### config.mk
export PLATFORM = sky130hd
export DESIGN_NAME = dds_ctrl_slave
export DESIGN_NICKNAME = d
export VERILOG_FILES = /design/src/rtl/dds_ctrl_slave.sv
export SDC_FILE = /design/constraint.sdc
export NUM_CORES = 2
export LEC_CHECK = 0
export CORE_MARGIN = 2
export CORE_UTILIZATION = 50
export CTS_BUF_LIST = sky130_fd_sc_hd__clkbuf_4
export DETAILED_ROUTE_END_ITERATION = 10
export DONT_BUFFER_PORTS = 1
export PLACE_DENSITY = 0.68
export REMOVE_ABC_BUFFERS = 1
export SLEW_MARGIN = 20
export SYNTH_ARGS = -nofsm -noshare
export SYNTH_HDL_FRONTEND = slang
export SYNTH_SLANG_ARGS = --single-unit
### constraint.sdc
create_clock -name clk -period 3.3 [get_ports clk]
set_clock_uncertainty 0.1 [all_clocks]
set_input_delay 0.33 -clock clk [delete_from_list [all_inputs] [get_ports clk]]
set_output_delay 0.33 -clock clk [all_outputs]
set_load 0.05 [all_outputs]
### src/rtl/dds_ctrl_slave.sv
// Bus-slave register bank for the multi-channel DDS: per-channel shadow settings,
// a multi-channel commit that copies shadows to the active controls, and wave-RAM write forwarding.
module dds_ctrl_slave #(
    parameter int          CHANNEL_NUM = 2,
    parameter int          WAVE_STORE  = 2,
    parameter int          FREQ_W      = 32,
    parameter int          PHASE_W     = 12,
    parameter logic [31:0] OFFSET_ADDR = 32'h4000_0000
) (
    input  logic                                        clk,
    input  logic                                        DDS_SLAVE_RSTN_SYNC,
    input  logic [3:0]                                  DDS_SLAVE_WR_ADDR_ID,
    input  logic [31:0]                                 DDS_SLAVE_WR_ADDR,
    input  logic [7:0]                                  DDS_SLAVE_WR_ADDR_LEN,
    input  logic [1:0]                                  DDS_SLAVE_WR_ADDR_BURST,
    input  logic                                        DDS_SLAVE_WR_ADDR_VALID,
    output logic                                        DDS_SLAVE_WR_ADDR_READY,
    input  logic [31:0]                                 DDS_SLAVE_WR_DATA,
    input  logic [3:0]                                  DDS_SLAVE_WR_STRB,
    input  logic                                        DDS_SLAVE_WR_DATA_LAST,
    input  logic                                        DDS_SLAVE_WR_DATA_VALID,
    output logic                                        DDS_SLAVE_WR_DATA_READY,
    output logic [3:0]                                  DDS_SLAVE_WR_BACK_ID,
    output logic [1:0]                                  DDS_SLAVE_WR_BACK_RESP,
    output logic                                        DDS_SLAVE_WR_BACK_VALID,
    input  logic                                        DDS_SLAVE_WR_BACK_READY,
    input  logic [3:0]                                  DDS_SLAVE_RD_ADDR_ID,
    input  logic [31:0]                                 DDS_SLAVE_RD_ADDR,
    input  logic [7:0]                                  DDS_SLAVE_RD_ADDR_LEN,
    input  logic [1:0]                                  DDS_SLAVE_RD_ADDR_BURST,
    input  logic                                        DDS_SLAVE_RD_ADDR_VALID,
    output logic                                        DDS_SLAVE_RD_ADDR_READY,
    output logic [3:0]                                  DDS_SLAVE_RD_BACK_ID,
    output logic [31:0]                                 DDS_SLAVE_RD_DATA,
    output logic [1:0]                                  DDS_SLAVE_RD_DATA_RESP,
    output logic                                        DDS_SLAVE_RD_DATA_LAST,
    output logic                                        DDS_SLAVE_RD_DATA_VALID,
    input  logic                                        DDS_SLAVE_RD_DATA_READY,
    output logic [CHANNEL_NUM*WAVE_STORE-1:0]           wave_sel_o,
    output logic [CHANNEL_NUM*(2**WAVE_STORE)*FREQ_W-1:0]  freq_ctrl_o,
    output logic [CHANNEL_NUM*(2**WAVE_STORE)*PHASE_W-1:0] phase_ctrl_o,
    output logic [CHANNEL_NUM-1:0]                      commit_o,
    output logic [CHANNEL_NUM-1:0]                      dds_wr_enable_o,
    output logic [CHANNEL_NUM-1:0]                      dds_wr_valid_o,
    output logic [31:0]                                 dds_wr_data_o
);

    localparam int S = 2 ** WAVE_STORE;

    typedef enum logic [1:0] {W_IDLE, W_DATA, W_RESP} wr_state_t;
    typedef enum logic {R_IDLE, R_DATA} rd_state_t;

    typedef struct packed {
        logic       rd_ok;
        logic       wr_ok;
        logic       is_wave;
        logic       is_wren;
        logic       is_data;
        logic       is_status;
        logic       is_freq;
        logic       is_phase;
        logic       is_commit;
        logic       is_info;
        logic [3:0] ch;
        logic [5:0] s;
    } dec_t;

    function automatic dec_t decode(input logic [31:0] a);
        dec_t       d;
        logic       hi_ok;
        logic       ch_ok;
        logic       s_ok;
        logic [7:0] r;
        d           = '0;
        r           = a[7:0];
        d.ch        = a[11:8];
        d.s         = a[5:0];
        hi_ok       = (a[31:12] == 20'd0);
        ch_ok       = hi_ok && (a[11:8] < 4'(CHANNEL_NUM));
        s_ok        = ({1'b0, a[5:0]} < 7'(S));
        d.is_wave   = ch_ok && (r == 8'h00);
        d.is_wren   = ch_ok && (r == 8'h01);
        d.is_data   = ch_ok && (r == 8'h02);
        d.is_status = ch_ok && (r == 8'h03);
        d.is_freq   = ch_ok && (r[7:6] == 2'b01) && s_ok;
        d.is_phase  = ch_ok && (r[7:6] == 2'b10) && s_ok;
        d.is_commit = hi_ok && (a[11:8] == 4'hF) && (r == 8'h00);
        d.is_info   = hi_ok && (a[11:8] == 4'hF) && (r == 8'h01);
        d.wr_ok     = d.is_wave | d.is_wren | d.is_data | d.is_freq | d.is_phase | d.is_commit;
        d.rd_ok     = d.is_wave | d.is_wren | d.is_status | d.is_freq | d.is_phase | d.is_info;
        return d;
    endfunction

    wr_state_t wr_state_reg, wr_state_next;
    rd_state_t rd_state_reg, rd_state_next;

    logic [31:0] wr_addr_reg;
    logic [3:0]  wr_id_reg;
    logic [1:0]  wr_burst_reg;
    logic        wr_err_reg;
    logic [31:0] rd_addr_reg;
    logic [3:0]  rd_id_reg;
    logic [7:0]  rd_len_reg;
    logic [7:0]  rd_beats_reg;
    logic [1:0]  rd_burst_reg;
    logic        rd_err_reg;

    logic [WAVE_STORE-1:0] wave_sh_reg  [CHANNEL_NUM];
    logic [WAVE_STORE-1:0] wave_act_reg [CHANNEL_NUM];
    logic [FREQ_W-1:0]     freq_sh_reg  [CHANNEL_NUM][S];
    logic [FREQ_W-1:0]     freq_act_reg [CHANNEL_NUM][S];
    logic [PHASE_W-1:0]    phase_sh_reg [CHANNEL_NUM][S];
    logic [PHASE_W-1:0]    phase_act_reg[CHANNEL_NUM][S];
    logic [CHANNEL_NUM-1:0] pending_reg;
    logic [CHANNEL_NUM-1:0] wr_enable_reg;
    logic [CHANNEL_NUM-1:0] commit_reg;

    dec_t wd;
    dec_t rdd;
    logic wr_beat, wr_do, wr_beat_err, wr_burst_bad;
    logic rd_beat, rd_last, rd_beat_bad;
    logic [CHANNEL_NUM-1:0] commit_mask;
    logic [CHANNEL_NUM-1:0] shadow_wr;
    logic [31:0] rd_word;

    wire unused_inputs = ^{DDS_SLAVE_WR_STRB, DDS_SLAVE_WR_ADDR_LEN, wd.rd_ok, wd.is_status, wd.is_info,
                           rdd.wr_ok, rdd.is_data, rdd.is_commit, rd_burst_reg[1]};

    assign wd  = decode(wr_addr_reg);
    assign rdd = decode(rd_addr_reg);

    // WRAP/reserved bursts keep handshaking but never touch the bank
    assign wr_burst_bad = wr_burst_reg[1];
    assign wr_beat      = (wr_state_reg == W_DATA) && DDS_SLAVE_WR_DATA_VALID;
    assign wr_do        = wr_beat && !wr_burst_bad && wd.wr_ok;
    assign wr_beat_err  = wr_beat && (wr_burst_bad || !wd.wr_ok);
    assign commit_mask  = (wr_do && wd.is_commit) ? DDS_SLAVE_WR_DATA[CHANNEL_NUM-1:0] : '0;

    always_ff @(posedge clk or negedge DDS_SLAVE_RSTN_SYNC) begin
        if (!DDS_SLAVE_RSTN_SYNC) begin
            wr_state_reg <= W_IDLE;
            rd_state_reg <= R_IDLE;
        end else begin
            wr_state_reg <= wr_state_next;
            rd_state_reg <= rd_state_next;
        end
    end

    always_comb begin
        wr_state_next = wr_state_reg;
        case (wr_state_reg)
            W_IDLE:  if (DDS_SLAVE_WR_ADDR_VALID) wr_state_next = W_DATA;
            W_DATA:  if (wr_beat && DDS_SLAVE_WR_DATA_LAST) wr_state_next = W_RESP;
            W_RESP:  if (DDS_SLAVE_WR_BACK_READY) wr_state_next = W_IDLE;
            default: wr_state_next = W_IDLE;
        endcase
    end

    always_comb begin
        rd_state_next = rd_state_reg;
        case (rd_state_reg)
            R_IDLE:  if (DDS_SLAVE_RD_ADDR_VALID) rd_state_next = R_DATA;
            R_DATA:  if (rd_beat && rd_last) rd_state_next = R_IDLE;
            default: rd_state_next = R_IDLE;
        endcase
    end

    always_ff @(posedge clk or negedge DDS_SLAVE_RSTN_SYNC) begin
        if (!DDS_SLAVE_RSTN_SYNC) begin
            wr_addr_reg  <= '0;
            wr_id_reg    <= '0;
            wr_burst_reg <= '0;
            wr_err_reg   <= 1'b0;
        end else if (wr_state_reg == W_IDLE && DDS_SLAVE_WR_ADDR_VALID) begin
            wr_addr_reg  <= DDS_SLAVE_WR_ADDR - OFFSET_ADDR;
            wr_id_reg    <= DDS_SLAVE_WR_ADDR_ID;
            wr_burst_reg <= DDS_SLAVE_WR_ADDR_BURST;
            wr_err_reg   <= DDS_SLAVE_WR_ADDR_BURST[1];
        end else if (wr_beat) begin
            if (wr_beat_err) wr_err_reg <= 1'b1;
            if (wr_burst_reg == 2'b01) wr_addr_reg <= wr_addr_reg + 32'd1;
        end
    end

    assign rd_beat     = (rd_state_reg == R_DATA) && DDS_SLAVE_RD_DATA_READY;
    assign rd_last     = (rd_state_reg == R_DATA) && (rd_beats_reg == rd_len_reg);
    assign rd_beat_bad = rd_err_reg || !rdd.rd_ok;

    always_ff @(posedge clk or negedge DDS_SLAVE_RSTN_SYNC) begin
        if (!DDS_SLAVE_RSTN_SYNC) begin
            rd_addr_reg  <= '0;
            rd_id_reg    <= '0;
            rd_len_reg   <= '0;
            rd_beats_reg <= '0;
            rd_burst_reg <= '0;
            rd_err_reg   <= 1'b0;
        end else if (rd_state_reg == R_IDLE && DDS_SLAVE_RD_ADDR_VALID) begin
            rd_addr_reg  <= DDS_SLAVE_RD_ADDR - OFFSET_ADDR;
            rd_id_reg    <= DDS_SLAVE_RD_ADDR_ID;
            rd_len_reg   <= DDS_SLAVE_RD_ADDR_LEN;
            rd_beats_reg <= '0;
            rd_burst_reg <= DDS_SLAVE_RD_ADDR_BURST;
            rd_err_reg   <= DDS_SLAVE_RD_ADDR_BURST[1];
        end else if (rd_beat) begin
            rd_beats_reg <= rd_last ? 8'd0 : rd_beats_reg + 8'd1;
            rd_err_reg   <= rd_beat_bad;
            if (rd_burst_reg == 2'b01) rd_addr_reg <= rd_addr_reg + 32'd1;
        end
    end

    generate
        for (genvar gi = 0; gi < CHANNEL_NUM; gi++) begin : g_shadow_wr
            assign shadow_wr[gi] = wr_do && (wd.ch == 4'(gi)) && (wd.is_wave | wd.is_freq | wd.is_phase);
        end
    endgenerate

    always_ff @(posedge clk or negedge DDS_SLAVE_RSTN_SYNC) begin
        if (!DDS_SLAVE_RSTN_SYNC) begin
            pending_reg   <= '0;
            wr_enable_reg <= '0;
            commit_reg    <= '0;
            for (int c = 0; c < CHANNEL_NUM; c++) begin
                wave_sh_reg[c]  <= '0;
                wave_act_reg[c] <= '0;
                for (int s = 0; s < S; s++) begin
                    freq_sh_reg[c][s]   <= '0;
                    freq_act_reg[c][s]  <= '0;
                    phase_sh_reg[c][s]  <= '0;
                    phase_act_reg[c][s] <= '0;
                end
            end
        end else begin
            commit_reg  <= commit_mask;
            // A same-edge shadow write wins the pending bit; the commit still copies the old shadow
            pending_reg <= shadow_wr | (pending_reg & ~commit_mask);
            for (int c = 0; c < CHANNEL_NUM; c++) begin
                if (commit_mask[c]) begin
                    wave_act_reg[c] <= wave_sh_reg[c];
                    for (int s = 0; s < S; s++) begin
                        freq_act_reg[c][s]  <= freq_sh_reg[c][s];
                        phase_act_reg[c][s] <= phase_sh_reg[c][s];
                    end
                end
                if (wr_do && wd.ch == 4'(c)) begin
                    if (wd.is_wave) wave_sh_reg[c] <= DDS_SLAVE_WR_DATA[WAVE_STORE-1:0];
                    if (wd.is_wren) wr_enable_reg[c] <= DDS_SLAVE_WR_DATA[0];
                    for (int s = 0; s < S; s++) begin
                        if (wd.is_freq && wd.s == 6'(s)) freq_sh_reg[c][s] <= DDS_SLAVE_WR_DATA[FREQ_W-1:0];
                        if (wd.is_phase && wd.s == 6'(s)) phase_sh_reg[c][s] <= DDS_SLAVE_WR_DATA[PHASE_W-1:0];
                    end
                end
            end
        end
    end

    always_comb begin
        rd_word = '0;
        for (int c = 0; c < CHANNEL_NUM; c++) begin
            if (rdd.ch == 4'(c)) begin
                if (rdd.is_wave)   rd_word = 32'(wave_sh_reg[c]);
                if (rdd.is_wren)   rd_word = {31'd0, wr_enable_reg[c]};
                if (rdd.is_status) rd_word = {31'd0, pending_reg[c]};
                for (int s = 0; s < S; s++) begin
                    if (rdd.is_freq && rdd.s == 6'(s))  rd_word = 32'(freq_sh_reg[c][s]);
                    if (rdd.is_phase && rdd.s == 6'(s)) rd_word = 32'(phase_sh_reg[c][s]);
                end
            end
        end
        if (rdd.is_info) rd_word = {16'd0, 4'(CHANNEL_NUM), 4'(WAVE_STORE), 8'h02};
    end

    assign DDS_SLAVE_WR_ADDR_READY = (wr_state_reg == W_IDLE);
    assign DDS_SLAVE_WR_DATA_READY = (wr_state_reg == W_DATA);
    assign DDS_SLAVE_WR_BACK_VALID = (wr_state_reg == W_RESP);
    assign DDS_SLAVE_WR_BACK_RESP  = (wr_state_reg == W_RESP && wr_err_reg) ? 2'b10 : 2'b00;
    assign DDS_SLAVE_WR_BACK_ID    = wr_id_reg;

    assign DDS_SLAVE_RD_ADDR_READY = (rd_state_reg == R_IDLE);
    assign DDS_SLAVE_RD_DATA_VALID = (rd_state_reg == R_DATA);
    assign DDS_SLAVE_RD_DATA_LAST  = rd_last;
    assign DDS_SLAVE_RD_BACK_ID    = rd_id_reg;
    assign DDS_SLAVE_RD_DATA       = (rd_state_reg != R_DATA) ? 32'd0 :
                                     (rd_beat_bad ? 32'hFFFF_FFFF : rd_word);
    assign DDS_SLAVE_RD_DATA_RESP  = (rd_state_reg == R_DATA && rd_beat_bad) ? 2'b10 : 2'b00;

    assign commit_o        = commit_reg;
    assign dds_wr_enable_o = wr_enable_reg;
    assign dds_wr_data_o   = DDS_SLAVE_WR_DATA;

    generate
        for (genvar gi = 0; gi < CHANNEL_NUM; gi++) begin : g_out
            assign wave_sel_o[gi*WAVE_STORE +: WAVE_STORE] = wave_act_reg[gi];
            assign dds_wr_valid_o[gi] = wr_do && wd.is_data && (wd.ch == 4'(gi)) && wr_enable_reg[gi];
            for (genvar gj = 0; gj < S; gj++) begin : g_store
                assign freq_ctrl_o[(gi*S+gj)*FREQ_W +: FREQ_W]    = freq_act_reg[gi][gj];
                assign phase_ctrl_o[(gi*S+gj)*PHASE_W +: PHASE_W] = phase_act_reg[gi][gj];
            end
        end
    endgenerate

endmodule

### Word level (Yosys, flattened, before mapping)

Index checks and enable logic that the tools add are counted.
Widths: inputs -> output; s select.

| storage, ports and cells | value |
|---|---|
| register bits | 815 |
| output and inout port bits | 444 |
| word-level logic and storage cells | 255 |

| operators by class | value |
|---|---|
| add/subtract/negate cells | 5 |
| $lt $le $gt $ge | 4 |
| equality and inequality tests | 26 |
| muxes and demuxes | 51 |
| bitwise logic cells | 16 |
| reductions and logical operators | 101 |

Operators with widths:

| cell | number |
|---|---|
| $mux 32 | 32 |
| $add 32x1->32 const B | 2 |
| $sub 32x31->32 const B | 2 |
| $logic_and 1x1->1 | 58 |
| $reduce_and 2->1 | 23 |
| $logic_not 20->1 | 2 |
| $eq 6x2->1 const B | 4 |
| $mux 8 | 3 |
| $eq 8x1->1 const B | 2 |
| $eq 8x2->1 const B | 2 |
| $logic_not 8->1 | 2 |
| $mux 2 | 7 |
| $eq 6x1->1 const B | 2 |
| $logic_not 6->1 | 2 |
| $lt 6x3->1 const B | 2 |
| $or 1x1->1 | 12 |
| $eq 2x1->1 const B | 5 |
| $reduce_bool 2->1 | 5 |
| $add 8x1->8 const B | 1 |
| $eq 4x1->1 const B | 2 |
| $eq 4x4->1 const B | 2 |
| $eq 8x8->1 | 1 |
| $logic_not 4->1 | 2 |
| $lt 4x2->1 const B | 2 |
| 14 further kinds | 26 |

### Depth between registers and ports, before layout

| logic depth | value |
|---|---|
| depth after elaboration | 30 |
| mapped depth | 12 |
| depth with buffers taken out | 11 |

### Least setup slack after synthesis

Ideal clock, no wire load.

| timing | value |
|---|---|
| path kind | register -> output |
| start | register rd_addr_reg[19] |
| end | output port DDS_SLAVE_RD_DATA[0] |
| arrival time | 3597 ps |
| path slack | -727 ps |
| stages on the path, launching flop included | 10 |
| path through | dfrtp_1 -> or4_4 -> nor4_1 -> buf_2 -> nand3_1 -> clkbuf_1 -> mux2i_1 -> o32ai_1 -> a21oi_1 -> o31ai_1 |

| on the way | value |
|---|---|
| longest elaborated chain between the ends | 30 |

RTL lines:

| what | line | source |
|---|---|---|
| start: declaration | 101 | `logic [31:0] rd_addr_reg;` |
| start signal: assignment | 198 | `rd_addr_reg <= DDS_SLAVE_RD_ADDR - OFFSET_ADDR;` |
| start signal: assignment | 207 | `if (rd_burst_reg == 2'b01) rd_addr_reg <= rd_addr_reg + 32'd1;` |
| $logic_not 20->1 (*) | 78 | `hi_ok = (a[31:12] == 20'd0);` |
| $logic_and 1x1->1 | 79 | `ch_ok = hi_ok && (a[11:8] < 4'(CHANNEL_NUM));` |
| $logic_and 1x1->1 | 81 | `d.is_wave = ch_ok && (r == 8'h00);` |
| $mux 2 | 260 | `if (rdd.is_wave) rd_word = 32'(wave_sh_reg[c]);` |
| $mux 32 | 261 | `if (rdd.is_wren) rd_word = {31'd0, wr_enable_reg[c]};` |
| $mux 32 | 262 | `if (rdd.is_status) rd_word = {31'd0, pending_reg[c]};` |
| $mux 32 | 264 | `if (rdd.is_freq && rdd.s == 6'(s)) rd_word = 32'(freq_sh_reg[c][s]);` |
| $mux 32 | 265 | `if (rdd.is_phase && rdd.s == 6'(s)) rd_word = 32'(phase_sh_reg[c][s]);` |
| [... 14 more ...] | - |  |
| $mux 32 | 264 |  |
| $mux 32 | 265 |  |
| $mux 32 | 264 |  |
| $mux 32 | 265 |  |
| $mux 32 | 259 | `if (rdd.ch == 4'(c)) begin` |
| $mux 32 | 269 | `if (rdd.is_info) rd_word = {16'd0, 4'(CHANNEL_NUM), 4'(WAVE_STORE), 8'h02};` |
| $mux 32 (*) | 283 | `(rd_beat_bad ? 32'hFFFF_FFFF : rd_word);` |
| $mux 32 (*) | 282 | `assign DDS_SLAVE_RD_DATA = (rd_state_reg != R_DATA) ? 32'd0 :` |
| end: declaration | 34 | `output logic [31:0] DDS_SLAVE_RD_DATA,` |

Mark *: on every way between the ends. The rest lies on a longest branch, timed or not.

### Worst setup path after layout

| timing | value |
|---|---|
| start | register rd_addr_reg[20] |
| end | output port DDS_SLAVE_RD_DATA[5] |

| on the way | value |
|---|---|
| longest elaborated chain between the ends | 29 |

RTL lines:

| what | line | source |
|---|---|---|
| $logic_not 20->1 (*) | 78 |  |
| $logic_and 1x1->1 | 79 |  |
| $logic_and 1x1->1 (2 in series) | 85 | `d.is_freq = ch_ok && (r[7:6] == 2'b01) && s_ok;` |
| $logic_and 1x1->1 | 264 |  |
| $mux 32 | 264 |  |
| $mux 32 | 265 |  |
| $mux 32 | 264 |  |
| $mux 32 | 265 |  |
| [... 12 more ...] | - |  |
| $mux 32 | 264 |  |
| $mux 32 | 265 |  |
| $mux 32 | 264 |  |
| $mux 32 | 265 |  |
| $mux 32 | 259 |  |
| $mux 32 | 269 |  |
| $mux 32 (*) | 283 |  |
| $mux 32 (*) | 282 |  |

Marks and branches as above.

==> flow_metrics.env <==
export IMPL_layout_nets=3494
export IMPL_route_detailed_drc=0
export IMPL_ys_seq_area_share_pct=56.83
export IMPL_antenna_found_initial=4
export IMPL_netlist_instances=2796
export IMPL_ir_worst_vdd_mv=0.5145
export IMPL_synth_top_cell_by_area="dfrtp_1"
export IMPL_fin_cells=4458
export IMPL_wl_um=121000
export IMPL_die_w_um=271.9
export IMPL_grt_pass1_vias=28090
export IMPL_p_total_mw=26.82
export IMPL_synth_area_top_cells="dfrtp_1, mux2_2, o21ai_0"
export IMPL_clkSinkCount=815
export IMPL_dieArea_um2=73940
export IMPL_dr_pass1_iters=7
export IMPL_start_util_pct=50.38
export IMPL_met3_usage_pct=9.636
export IMPL_crit_start="rd_addr_reg[20]$_DFFE_PN0P_"
export IMPL_path_clk_slew_ps=70
export IMPL_clock_root_buffer="clkbuf_4"
export IMPL_powerDensity_nw_per_um2=589.4
export IMPL_period_share_pct=136.2
export IMPL_grtUsageMet1_pct=40.38
export IMPL_grt_start_max_net_pins=816
export IMPL_cap_viol_max_count=0
export IMPL_cp_slowest_cell="or4_4"
export IMPL_synth_seq_cells=815
export IMPL_grt_busiest_layer="met2"
export IMPL_num_vias=27240
export IMPL_dp_hpwl_um=78290
export IMPL_io_buffer_count=0
export IMPL_violations="negative setup slack"
export IMPL_antenna_left=0
export IMPL_yosysTopAreaCellShare_pct=56.83
export IMPL_gp_congestion=0.9834
export IMPL_met2_usage_pct=51.48
export IMPL_rsz0062_at_grt="true"
export IMPL_tritoncts="yes"
export IMPL_critical_path_class="flop to output pin"
export IMPL_ys_warn_count=0
export IMPL_die_height_um=271.9
export IMPL_cts_buffer_depth=3
export IMPL_htree_levels=4
export IMPL_synth_edf_count=0
export IMPL_syn_area_um2=35890
export IMPL_r2r_end="freq_sh_reg[8]$_DFFE_PN0P_"
export IMPL_io_pin_count=580
export IMPL_reg2regPathDepth=10
export IMPL_postSynthAreaPerCell_um2=12.84
export IMPL_area_growth_pct=26.79
export IMPL_cp_cell_sequence="or4_4 -> or4_4 -> buf_6 -> nor2_4 -> buf_12 -> buf_12 -> a22o_1 -> o221a_2 -> o221ai_1 -> a22oi_1 -> buf_4"
export IMPL_core_um2=71240
export IMPL_first_iter_violations=2541
export IMPL_slew_viol_final=0
export IMPL_synth_cell_type_count=74
export IMPL_grt_overflow=0
export IMPL_layout_min_cycle_time_ps=4495
export IMPL_synthArstFlopShare_pct=100.0
export IMPL_hold_path_class="input port to async pin"
export IMPL_setup_ws_ps=-1195
export IMPL_via_per_inst=6.111
export IMPL_dp_slack_ps=-268.7
export IMPL_endpoint_kind="output pin"
export IMPL_synth_main_ff_cell="dfrtp_1"
export IMPL_rows=98
export IMPL_final_cell_mix="dfrtp_1, mux2_2, clkbuf_4"
export IMPL_slowest_delay_ps=630
export IMPL_required_ps=2870
export IMPL_r2r_start="wr_addr_reg[4]$_DFFE_PN0P_"
export IMPL_grt_pass1_wl_um=178300
export IMPL_setup_violations=35
export IMPL_slew_headroom_pct=18.69
export IMPL_cp_max_fo=7
export IMPL_clock_fmax_ghz=0.2225
export IMPL_dpl_cell_count=3786
export IMPL_layout_commonest_cell="dfrtp_1"
export IMPL_groute_usage_overall_pct=32.13
export IMPL_routedWlPerCell_um=27.13
export IMPL_layout_drive_gt1_share_pct=43.22
export IMPL_status="finished, violations left"
export IMPL_finalHoldViolations=0
export IMPL_tightest_slew_ps=1220
export IMPL_r2r_slack_ps=70
export IMPL_clk_insertion_delay_late_ps=1090
export IMPL_place_area_um2=38880
export IMPL_p_leak_nw=22.04
export IMPL_start_kind="flop"
export IMPL_numCtsBuffers=210
export IMPL_critical_path_arrival_ps=4060
export IMPL_design_area_um2=45500
[power by group]
group / leakage [nW] / switching [mW] / internal [mW]
clock network: 1.58 / 4.25 / 4.50
registers: 11.2 / 0.803 / 10.5
logic: 9.23 / 3.72 / 3.02
total: 22.0 / 8.77 / 18.1
[worst max path at each step]
stage                                       to  cells after the start
floorplan           freq_ctrl_o[0]$_DFFE_PN0P_                      9
global placement          DDS_SLAVE_RD_DATA[0]                     11
detailed placement       DDS_SLAVE_RD_DATA[25]                     10
CTS                      DDS_SLAVE_RD_DATA[11]                     10
global route              DDS_SLAVE_RD_DATA[6]                      9
finish                    DDS_SLAVE_RD_DATA[5]                     11
[cells by family (layout without fill, tap and decap cells)]
family / after synthesis / in the layout / synth area share (%)
AOI/OAI and AO/OA: 462 / 462 / 8.789
other: 1 / 5 / 0.01045
xor gates and xnor gates: 54 / 54 / 1.318
buffers and inverters: 245 / 953 / 3.016
muxes: 742 / 742 / 23.24
DFF: 815 / 815 / 56.83
and+or+nand+nor: 468 / 468 / 6.488
adders and majority gates: 9 / 9 / 0.3138
[worst max-delay path, delay by kind of cell, from the launching register on]
| family | cells | cell delay (ps) |
|---|---|---|
| compound gates | 4 | 650 |
| simple gates | 3 | 1300 |
| buf+inv | 4 | 690 |
| flops | 1 | 380 |
[metrics by stage]
stage,utilization [%],hold slack [ps],setup TNS [ps]
final,63.87,117.0,-36490
after global routing,63.87,48.98,-42310
after CTS,62.68,-1233,-41580
after detailed placement,54.58,-49.37,-6077
after global placement,54.58,-47.71,-5242
after floorplan,-,-65.59,-1146440
[synth_stat cells (all sizes together), types with 5 or more instances]
library cell	number
dfrtp	815
mux2	729
nand2	171
o21ai	151
clkbuf	137
nor2	84
buf	80
a22oi	62
a221oi	47
a21oi	46
nand3	44
nor3	30
xnor2	29
inv	28
nand4	26
xor2	25
nor4	22
a31o	21
a22o	15
a31oi	15
o31ai	14
and3	13
mux2i	13
or4	12
and2	10
a221o	9
ha	9
nor2b	9
o22ai	9
and4	8
nand3b	8
o211ai	8
a21o	7
o221ai	7
a21boi	6
nand2b	6
or3	6
a211oi	5
a32oi	5
o221a	5
[per-layer routing]
metal	up-vias	part of all wire (%)
li1	11480	-
met1	13950	39
met2	1461	47
met3	347	9.5
met4	0	4.4
met5	-	0
[cell type report]
type | instances | area, um^2
Fill cell | 5303 | 25740
Clock buffer | 306 | 2297
Antenna cell | 3 | 7.507
Timing Repair Buffer | 557 | 6040
Inverter | 28 | 110.1
Tap cell | 950 | 1189
Clock inverter | 62 | 389.1
Multi-Input combinational cell | 1737 | 15070
Sequential cell | 815 | 20400
[timing repair]
item                                     CTS  global route
hold buffers                             245             6
pin swaps                                 44            39
endpoints found under the setup margin    60           474
cloned                                     5             3
endpoints found under the hold margin   1630           287
setup buffers                             19            24
gates resized for setup                  121            77
Note: power is estimated with default switching activity, not from simulation.
